### config.mk
export PLATFORM = sky130hd
export DESIGN_NAME = mic_direction_tracker
export DESIGN_NICKNAME = d
export VERILOG_FILES = /design/src/rtl/mic_direction_tracker.sv
export SDC_FILE = /design/constraint.sdc
export NUM_CORES = 1
export LEC_CHECK = 0
export CAP_MARGIN = 20
export CORE_MARGIN = 2
export CORE_UTILIZATION = 30
export DETAILED_ROUTE_END_ITERATION = 8
export PLACE_DENSITY = 0.43
export RECOVER_POWER = 25
export SYNTH_ARGS = -nofsm -noshare
export SYNTH_HDL_FRONTEND = slang
export SYNTH_SLANG_ARGS = --single-unit
### constraint.sdc
create_clock -name clock -period 2.6 [get_ports clock]
set_input_delay 0.39 -clock clock [delete_from_list [all_inputs] [get_ports clock]]
set_output_delay 0.39 -clock clock [all_outputs]
set_load 0.05 [all_outputs]
### src/rtl/mic_direction_tracker.sv
// Pairs left/right amplitude frames and steers an 8-bit pan position toward the louder mic.
// Optional SMOOTH_EN macro averages the last four paired values per channel before comparing.
module mic_direction_tracker #(
    parameter int unsigned DEADBAND  = 200,
    parameter int unsigned STEP      = 4,
    parameter logic [7:0]  POS_RESET = 8'd128,
    parameter int unsigned TIMEOUT   = 1_000_000,
    parameter int unsigned TIMEOUT_W = 20
) (
    input  logic        clock,
    input  logic        reset,
    input  logic [15:0] amp_l,
    input  logic        done_l,
    input  logic [15:0] amp_r,
    input  logic        done_r,
    output logic [7:0]  position,
    output logic [1:0]  dir,
    output logic        valid,
    output logic        timeout
);

    typedef enum logic [1:0] {
        ST_WAIT = 2'd0,
        ST_CMP  = 2'd1,
        ST_UPD  = 2'd2
    } state_t;

    typedef enum logic [1:0] {
        DIR_SILENT = 2'b00,
        DIR_LEFT   = 2'b01,
        DIR_RIGHT  = 2'b10,
        DIR_CENTRE = 2'b11
    } dir_t;

    state_t                state_q, state_d;
    logic                  done_l_q, done_r_q;
    logic [15:0]           cap_l_q, cap_l_d, cap_r_q, cap_r_d;
    logic                  have_l_q, have_l_d, have_r_q, have_r_d;
    logic [TIMEOUT_W-1:0]  tcnt_q, tcnt_d;
    logic [15:0]           wl_q, wl_d, wr_q, wr_d;
    logic signed [16:0]    diff_q, diff_d;
    logic [7:0]            pos_q, pos_d;
    dir_t                  dir_q, dir_d;

    logic                  rise_l, rise_r;
    logic                  pair_go, one_have, tmo_hit;
    logic [15:0]           pair_l, pair_r;
    logic [16:0]           abs_diff;
    logic [8:0]            pos_dn, pos_up;
    logic [7:0]            upd_pos;
    dir_t                  upd_dir;
    logic                  upd_show;

    assign rise_l   = done_l & ~done_l_q;
    assign rise_r   = done_r & ~done_r_q;
    assign pair_go  = (state_q == ST_WAIT) && have_l_q && have_r_q;
    assign one_have = have_l_q ^ have_r_q;
    assign tmo_hit  = (state_q == ST_WAIT) && one_have && (tcnt_q == TIMEOUT_W'(TIMEOUT - 1));

`ifdef SMOOTH_EN
    // Three older samples plus the incoming capture form the 4-deep averaging window.
    logic [15:0] hist_l_q [3];
    logic [15:0] hist_r_q [3];
    logic [15:0] hist_l_d [3];
    logic [15:0] hist_r_d [3];
    logic [17:0] sum_l, sum_r;

    always_comb begin
        sum_l    = 18'(cap_l_q) + 18'(hist_l_q[0]) + 18'(hist_l_q[1]) + 18'(hist_l_q[2]);
        sum_r    = 18'(cap_r_q) + 18'(hist_r_q[0]) + 18'(hist_r_q[1]) + 18'(hist_r_q[2]);
        pair_l   = 16'(sum_l >> 2);
        pair_r   = 16'(sum_r >> 2);
        hist_l_d = hist_l_q;
        hist_r_d = hist_r_q;
        if (pair_go) begin
            hist_l_d[0] = cap_l_q;
            hist_l_d[1] = hist_l_q[0];
            hist_l_d[2] = hist_l_q[1];
            hist_r_d[0] = cap_r_q;
            hist_r_d[1] = hist_r_q[0];
            hist_r_d[2] = hist_r_q[1];
        end
    end

    always_ff @(posedge clock) begin
        if (reset) begin
            // NOTE: this history is reset deliberately; the average must ramp up from zero.
            for (int i = 0; i < 3; i++) begin
                hist_l_q[i] <= '0;
                hist_r_q[i] <= '0;
            end
        end else begin
            hist_l_q <= hist_l_d;
            hist_r_q <= hist_r_d;
        end
    end
`else
    always_comb begin
        pair_l = cap_l_q;
        pair_r = cap_r_q;
    end
`endif

    always_ff @(posedge clock) begin
        if (reset) begin
            state_q  <= ST_WAIT;
            done_l_q <= 1'b0;
            done_r_q <= 1'b0;
            cap_l_q  <= '0;
            cap_r_q  <= '0;
            have_l_q <= 1'b0;
            have_r_q <= 1'b0;
            tcnt_q   <= '0;
            wl_q     <= '0;
            wr_q     <= '0;
            diff_q   <= '0;
            pos_q    <= POS_RESET;
            dir_q    <= DIR_SILENT;
        end else begin
            // NOTE: non-blocking so every flop samples the values from before this edge.
            state_q  <= state_d;
            done_l_q <= done_l;
            done_r_q <= done_r;
            cap_l_q  <= cap_l_d;
            cap_r_q  <= cap_r_d;
            have_l_q <= have_l_d;
            have_r_q <= have_r_d;
            tcnt_q   <= tcnt_d;
            wl_q     <= wl_d;
            wr_q     <= wr_d;
            diff_q   <= diff_d;
            pos_q    <= pos_d;
            dir_q    <= dir_d;
        end
    end

    always_comb begin
        state_d = state_q;
        case (state_q)
            ST_WAIT: if (have_l_q && have_r_q) state_d = ST_CMP;
            ST_CMP:  state_d = ST_UPD;
            ST_UPD:  state_d = ST_WAIT;
            default: state_d = ST_WAIT;
        endcase
    end

    // Capture, pairing and timeout bookkeeping; a same-cycle rise beats any clear.
    always_comb begin
        // NOTE: every output of this block gets a default first, so no latch is inferred.
        cap_l_d  = rise_l ? amp_l : cap_l_q;
        cap_r_d  = rise_r ? amp_r : cap_r_q;
        have_l_d = have_l_q;
        have_r_d = have_r_q;
        if (pair_go || tmo_hit) begin
            have_l_d = 1'b0;
            have_r_d = 1'b0;
        end
        if (rise_l) have_l_d = 1'b1;
        if (rise_r) have_r_d = 1'b1;

        tcnt_d = tcnt_q;
        if ((!have_l_q && !have_r_q) || pair_go || tmo_hit) begin
            tcnt_d = '0;
        end else if ((state_q == ST_WAIT) && one_have) begin
            tcnt_d = tcnt_q + 1'b1;
        end

        wl_d   = pair_go ? pair_l : wl_q;
        wr_d   = pair_go ? pair_r : wr_q;
        diff_d = (state_q == ST_CMP) ? $signed({1'b0, wl_q} - {1'b0, wr_q}) : diff_q;
    end

    // Update decision from the registered difference; 9-bit sums keep position from wrapping.
    always_comb begin
        abs_diff = diff_q[16] ? unsigned'(-diff_q) : unsigned'(diff_q);
        pos_dn   = {1'b0, pos_q} - 9'(STEP);
        pos_up   = {1'b0, pos_q} + 9'(STEP);
        upd_pos  = pos_q;
        upd_dir  = DIR_SILENT;
        if ((wl_q == '0) && (wr_q == '0)) begin
            upd_dir = DIR_SILENT;
        end else if (abs_diff <= 17'(DEADBAND)) begin
            upd_dir = DIR_CENTRE;
        end else if (!diff_q[16]) begin
            upd_dir = DIR_LEFT;
            upd_pos = pos_dn[8] ? 8'd0 : pos_dn[7:0];
        end else begin
            upd_dir = DIR_RIGHT;
            upd_pos = pos_up[8] ? 8'd255 : pos_up[7:0];
        end
        pos_d = (state_q == ST_UPD) ? upd_pos : pos_q;
        dir_d = (state_q == ST_UPD) ? upd_dir : dir_q;
    end

    always_comb begin
        upd_show = (state_q == ST_UPD) && !reset;
        valid    = upd_show;
        timeout  = tmo_hit && !reset;
        position = upd_show ? upd_pos : pos_q;
        dir      = upd_show ? upd_dir : dir_q;
    end

endmodule
* After elaboration in Yosys (flattened, before gate mapping)
Index checks and enable logic that the tools add are counted.
** Cells by class
- Add/subtract/negate cells :: 5
- $lt $le $gt $ge :: 1
- Equal/unequal tests :: 4
- Muxes and demuxes :: 16
- Bitwise operators :: 5
- Reduce and logical (&&, ||, !) cells :: 21
** Operators with widths (number)
- $mux W8 :: 6
- $logic_not A16 Y1 :: 2
- $add A20 B1 Y20 const B :: 1
- $eq A20 B20 Y1 const B :: 1
- $le A17 B8 Y1 const B :: 1
- $mux W17 :: 1
- $neg A17 Y17 :: 1
- $sub A16 B16 Y17 :: 1
- $mux W2 :: 5
- $add A8 B3 Y9 const B :: 1
- $logic_and A1 B1 Y1 :: 9
- $sub A8 B3 Y9 const B :: 1
- $pmux W2 S2 :: 1
- $reduce_bool A2 Y1 :: 2
- $logic_not A1 Y1 :: 3
- $logic_or A1 B1 Y1 :: 3
- $mux W1 :: 3
- $and A1 B1 Y1 :: 2
- $eq A2 B1 Y1 const B :: 1
- $eq A2 B2 Y1 const B :: 1
- $logic_not A2 Y1 :: 1
- $ne A2 B2 Y1 const B :: 1
- $not A1 Y1 :: 2
- $reduce_or A2 Y1 :: 1
- $xor A1 B1 Y1 :: 1
** Storage, ports and cells
- Register bits :: 117
- Bits of input ports :: 36
- Output and inout bits :: 12
- Word-level logic and storage cells :: 65

* Logic depth before layout (Yosys ltp)
- Word-level depth :: 6
- Depth in mapped cells :: 10
- Gate-level depth less buffers :: 10

* Worst setup path after synthesis
OpenSTA, ideal clock, no wires.
- Path type :: flip-flop to output port
- Start :: register state_q[1]
- End :: output port position[7]
- Arrival time :: 3.115 ns
- Data required time :: 2.210 ns
- Slack :: -0.905 ns
- Cell stages (with the launch flop) :: 8
- Buffers on the path :: 0
- Cell sequence :: dfxtp_1 or2b_1 nand2b_1 inv_1 o21ai_0 a21oi_4 nand2_1 o31ai_1
** Between the ends
- Word-level cells in the longest chain between the ends :: 3
** RTL lines
- from (decl) :: RTL line 35 : state_t state_q, state_d;
- from (signal assigned) :: RTL line 121 : state_q <= state_d;
- $eq A2 B2 Y1 :: RTL line 196 : upd_show = (state_q == ST_UPD) && !reset;
- $logic_and A1 B1 Y1 :: RTL line 196
- named net valid :: RTL line 18 : output logic valid,
- $mux W8 :: RTL line 199 : position = upd_show ? upd_pos : pos_q;
- to (decl) :: RTL line 16 : output logic [7:0] position,
The timed path passes the listed nets, and every way through them passes these cells.

* Worst setup path in the final report
- Start :: register diff_q[5]
- End :: output port position[3]
** Between the ends
- Word-level cells in the longest chain between the ends :: 6
** RTL lines
- from (decl) :: RTL line 41 : logic signed [16:0] diff_q, diff_d;
- from (signal assigned) :: RTL line 131 : diff_q <= diff_d;
- $neg A17 Y17 :: RTL line 175 : abs_diff = diff_q[16] ? unsigned'(-diff_q) : unsigned'(diff_q);
- $mux W17 * :: RTL line 175
- $le A17 B8 Y1 * :: RTL line 182 : end else if (abs_diff <= 17'(DEADBAND)) begin
- $mux W8 * :: RTL line 182
- $mux W8 * :: RTL line 180 : if ((wl_q == '0) && (wr_q == '0)) begin
- $mux W8 * :: RTL line 199
Mark *: on every way between the ends. The rest lies on a longest branch, timed or not.

==> summary.txt <==
Status
  – Status: complete, but fails checks
  – Failing checks: max-capacitance violations, max-slew violations, negative setup slack

Floorplanning
  – Die area: 0.0201 mm²
  – Die H: 142 µm
  – # IOs: 48
  – Die width: 142 µm
  – Row cnt: 50
  – Initial Utilization: 0.305
  – Core Box Area: 0.0187 mm²

Clock tree
  – Clk sinks: 117
  – Clk Latency, worst-skew pair: 0.41 ns
  – # hold bufs at CTS: 0
  – Reg clk slew, reported paths: 0.05 ns
  – Cts bufs inserted: 17
  – H-tree levels: 4
  – CTS tree: done
  – CTS max path bufs: 2
  – Root cell of the clock tree: clkbuf_16

Synthesis
  – Yosys reg bits: 117
  – Avg Cell Area, Syn: 7.73 µm²
  – Synth warn: 0
  – Async SR Flop Fraction: 0
  – Synth cell types: 59
  – Synth Flop Type: dfxtp_1
  – Synthesized instance count: 738
  – Post-Synthesis Net Count: 795
  – Mapped Area: 0.00570 mm²
  – Register area share after synthesis: 0.411
  – Post-synth EDFFs: 0

Timing
  – Final period utilization: 1.17
  – Final-report setup violation count: 10
  – RSZ-0062 raised after global routing: true
  – Total Neg Setup Slack: -3.76 ns
  – Peak Freq: 327 MHz
  – Final worst slack: -0.454 ns
  – Worst rel slew slack: -0.259
  – Minimum clock period: 3.05 ns
  – Final hold violations: 0
  – Final setup skew: 0.00931 ns
  – Max Slew Vio Count: 89
  – Worst slew pin tran: 1.89 ns

Min path
  – Hold path start: reset
  – Type of the worst min-delay path: input pin to flip-flop

Setup path
  – Critical-path cell list: or4_4, o32ai_4, o21ai_2, o2111a_4, a21oi_4, buf_4, buf_6, buf_6, o21ai_4, buf_12
  – Reg2reg start: wr_q[5]
  – Crit path buf inv count: 4
  – CP max-delay cell: or4_4
  – CP Launch Type: flip-flop
  – Cell family with most CP delay: compound AO/OA/AOI/OAI gates
  – Crit-path max FO: 6
  – R2R depth: 10
  – Reg-to-Reg End: diff_q[15]
  – Critical Path RT: 2.21 ns
  – CP endpoint: position[3]
  – CP Capture Type: output pin
  – WP depth: 10
  – Arrival @ worst endpoint: 2.66 ns
  – Setup CP Type: flip-flop to output pin
  – Most frequent CP cell: buf_6
  – Reg-to-reg slack, setup: 0.12 ns
  – CP peak stage delay: 0.56 ns
  – Launch point of the critical path: diff_q[5]

Power and ir drop
  – Maximum vdd drop: 0.000427 V
  – P per Cell Area: 602 mW/mm²
  – Leak: 2.91 nW

Cells and area
  – Non-filler cells in the finished layout: 1075
  – Final nets: 886
  – Most frequent cells in the layout: nand2_1 (168), dfxtp_1 (108), a21oi_1 (88)
  – Share of layout cells above drive strength 1: 0.197
  – Most common cell after layout, fill and taps aside: nand2_1
  – Layout area overhead: 37.2%
  – Post-layout util: 0.418
  – # diodes: 0

Routing
  – WL/cell: 14.2 µm
  – Via/cell ratio: 4.93
  – Routed vias: 5298
  – Post-route ant nets: 0
  – TritonRoute pass-1 iters: 5
  – Starting DRT DRC Count: 298
  – Final wirelength: 15200 µm
  – # DRC: 0

Global routing
  – First-pass GRT wire length: 25500 µm
  – Total global-route track usage: 0.160
  – Vias in the first global route: 5138
  – Global route total overflow: 0
  – Initial antenna violation count: 0
  – Largest net degree at the start of global routing: 89

Placed design
  – Placer Congestion: 0.843
  – Placed cell count: 1026
  – Number of port buffers: 47
  – Hpwl dp: 10900 µm

Flow run
  – Max_cap viols: 1
[report_power, final]
group	internal, mW	switching (mW)
sequential	1.84	0.0304
clock	1.56	0.837
combinational	0.212	0.239
[cells by family (layout without fill, tap and decap cells)]
logic type	after synthesis	after routing	synth area share
AOI/OAI and AO/OA	166	166	0.182
xor gates and xnor gates	27	27	0.0415
adders and majority gates	21	21	0.0474
buffers and inverters	66	169	0.0441
DFF	117	117	0.411
muxes	2	2	0.00351
and+or+nand+nor	339	339	0.271
[repair_timing]
action,in CTS,in global routing
pin swaps,11,16
buffers inserted,12,6
resized for setup,23,42
endpoints found under the setup margin,11,18
endpoints found under the hold margin,0,0
[worst min-delay path by stage]
stage	endpoint	slack (ns)	cells after the start
floorplan	wl_q[0]	0.43	2
global placement	dir_q[0]	0.44	2
detailed placement	wl_q[4]	0.45	2
CTS	pos_q[7]	0.42	4
global route	pos_q[7]	0.43	4
finish	pos_q[7]	0.43	4
[synthesized netlist by cell type (4+ instances only)]
cell | count | share of area
nand2_1 | 173 | 0.11
dfxtp_1 | 117 | 0.41
a21oi_1 | 93 | 0.082
nor2_1 | 53 | 0.035
clkbuf_1 | 32 | 0.021
inv_1 | 28 | 0.018
nand3_1 | 24 | 0.021
ha_1 | 20 | 0.044
o21ai_0 | 15 | 0.013
xnor2_1 | 15 | 0.023
nor4_1 | 14 | 0.015
nand4_1 | 12 | 0.013
xor2_1 | 12 | 0.018
and3_1 | 11 | 0.012
nor3_1 | 11 | 0.0097
nor2b_1 | 9 | 0.0099
o31ai_1 | 8 | 0.011
a21o_1 | 7 | 0.0092
nand2b_1 | 6 | 0.0066
o211ai_1 | 6 | 0.0079
and2_1 | 5 | 0.0055
or3_1 | 5 | 0.0055
a211oi_1 | 4 | 0.0053
[final cells by class]
cell class                 count  area [µm²]
timing repair buffer         110        1050
fill                        1886       10900
tap                          234         293
inverter                      28         109
clock inverter                11         151
sequential                   117        2360
multi-input combinational    555        3410
clock buffer                  20         457
[routing by layer]
metal / share of wire / global-route usage / vias up
met4: 0.013 / 0.0500 / 0
li1: - / - / 2736
met2: 0.48 / 0.269 / 88
met5: 0 / 0 / -
met3: 0.029 / 0.0432 / 20
met1: 0.47 / 0.200 / 2454
[sequential cells by signal (all words and copies together) (netlist names)]
| name | flops |
|---|---|
| pos_q | 8 |
| have_r_q | 1 |
| done_r_q | 1 |
| tcnt_q | 20 |
| done_l_q | 1 |
| cap_r_q | 16 |
| wr_q | 16 |
| diff_q | 17 |
| state_q | 2 |
| dir_q | 2 |
| have_l_q | 1 |
| wl_q | 16 |
| cap_l_q | 16 |
[tightest hold or removal path, stage by stage]
cell and delay, ns:
buf_2 0.08, inv_1 0.04, buf_4 0.19, o311ai_1 0.09
[stage by stage]
stage / hold slack [ns] / cell area [µm²] / setup WS [ns] / power (mW)
6_report: 0.434 / 7820 / -0.454 / 4.71
5_1_grt: 0.434 / 7820 / -0.523 / 4.92
4_1_cts: 0.416 / 7600 / -0.434 / 4.75
3_5_place_dp: 0.447 / 6790 / -0.104 / 2.31
3_3_place_gp: 0.444 / 6790 / -0.0738 / 2.30
2_1_floorplan: 0.432 / 5750 / -0.134 / 2.15
No activity file was read; power rests on OpenSTA's default activity.
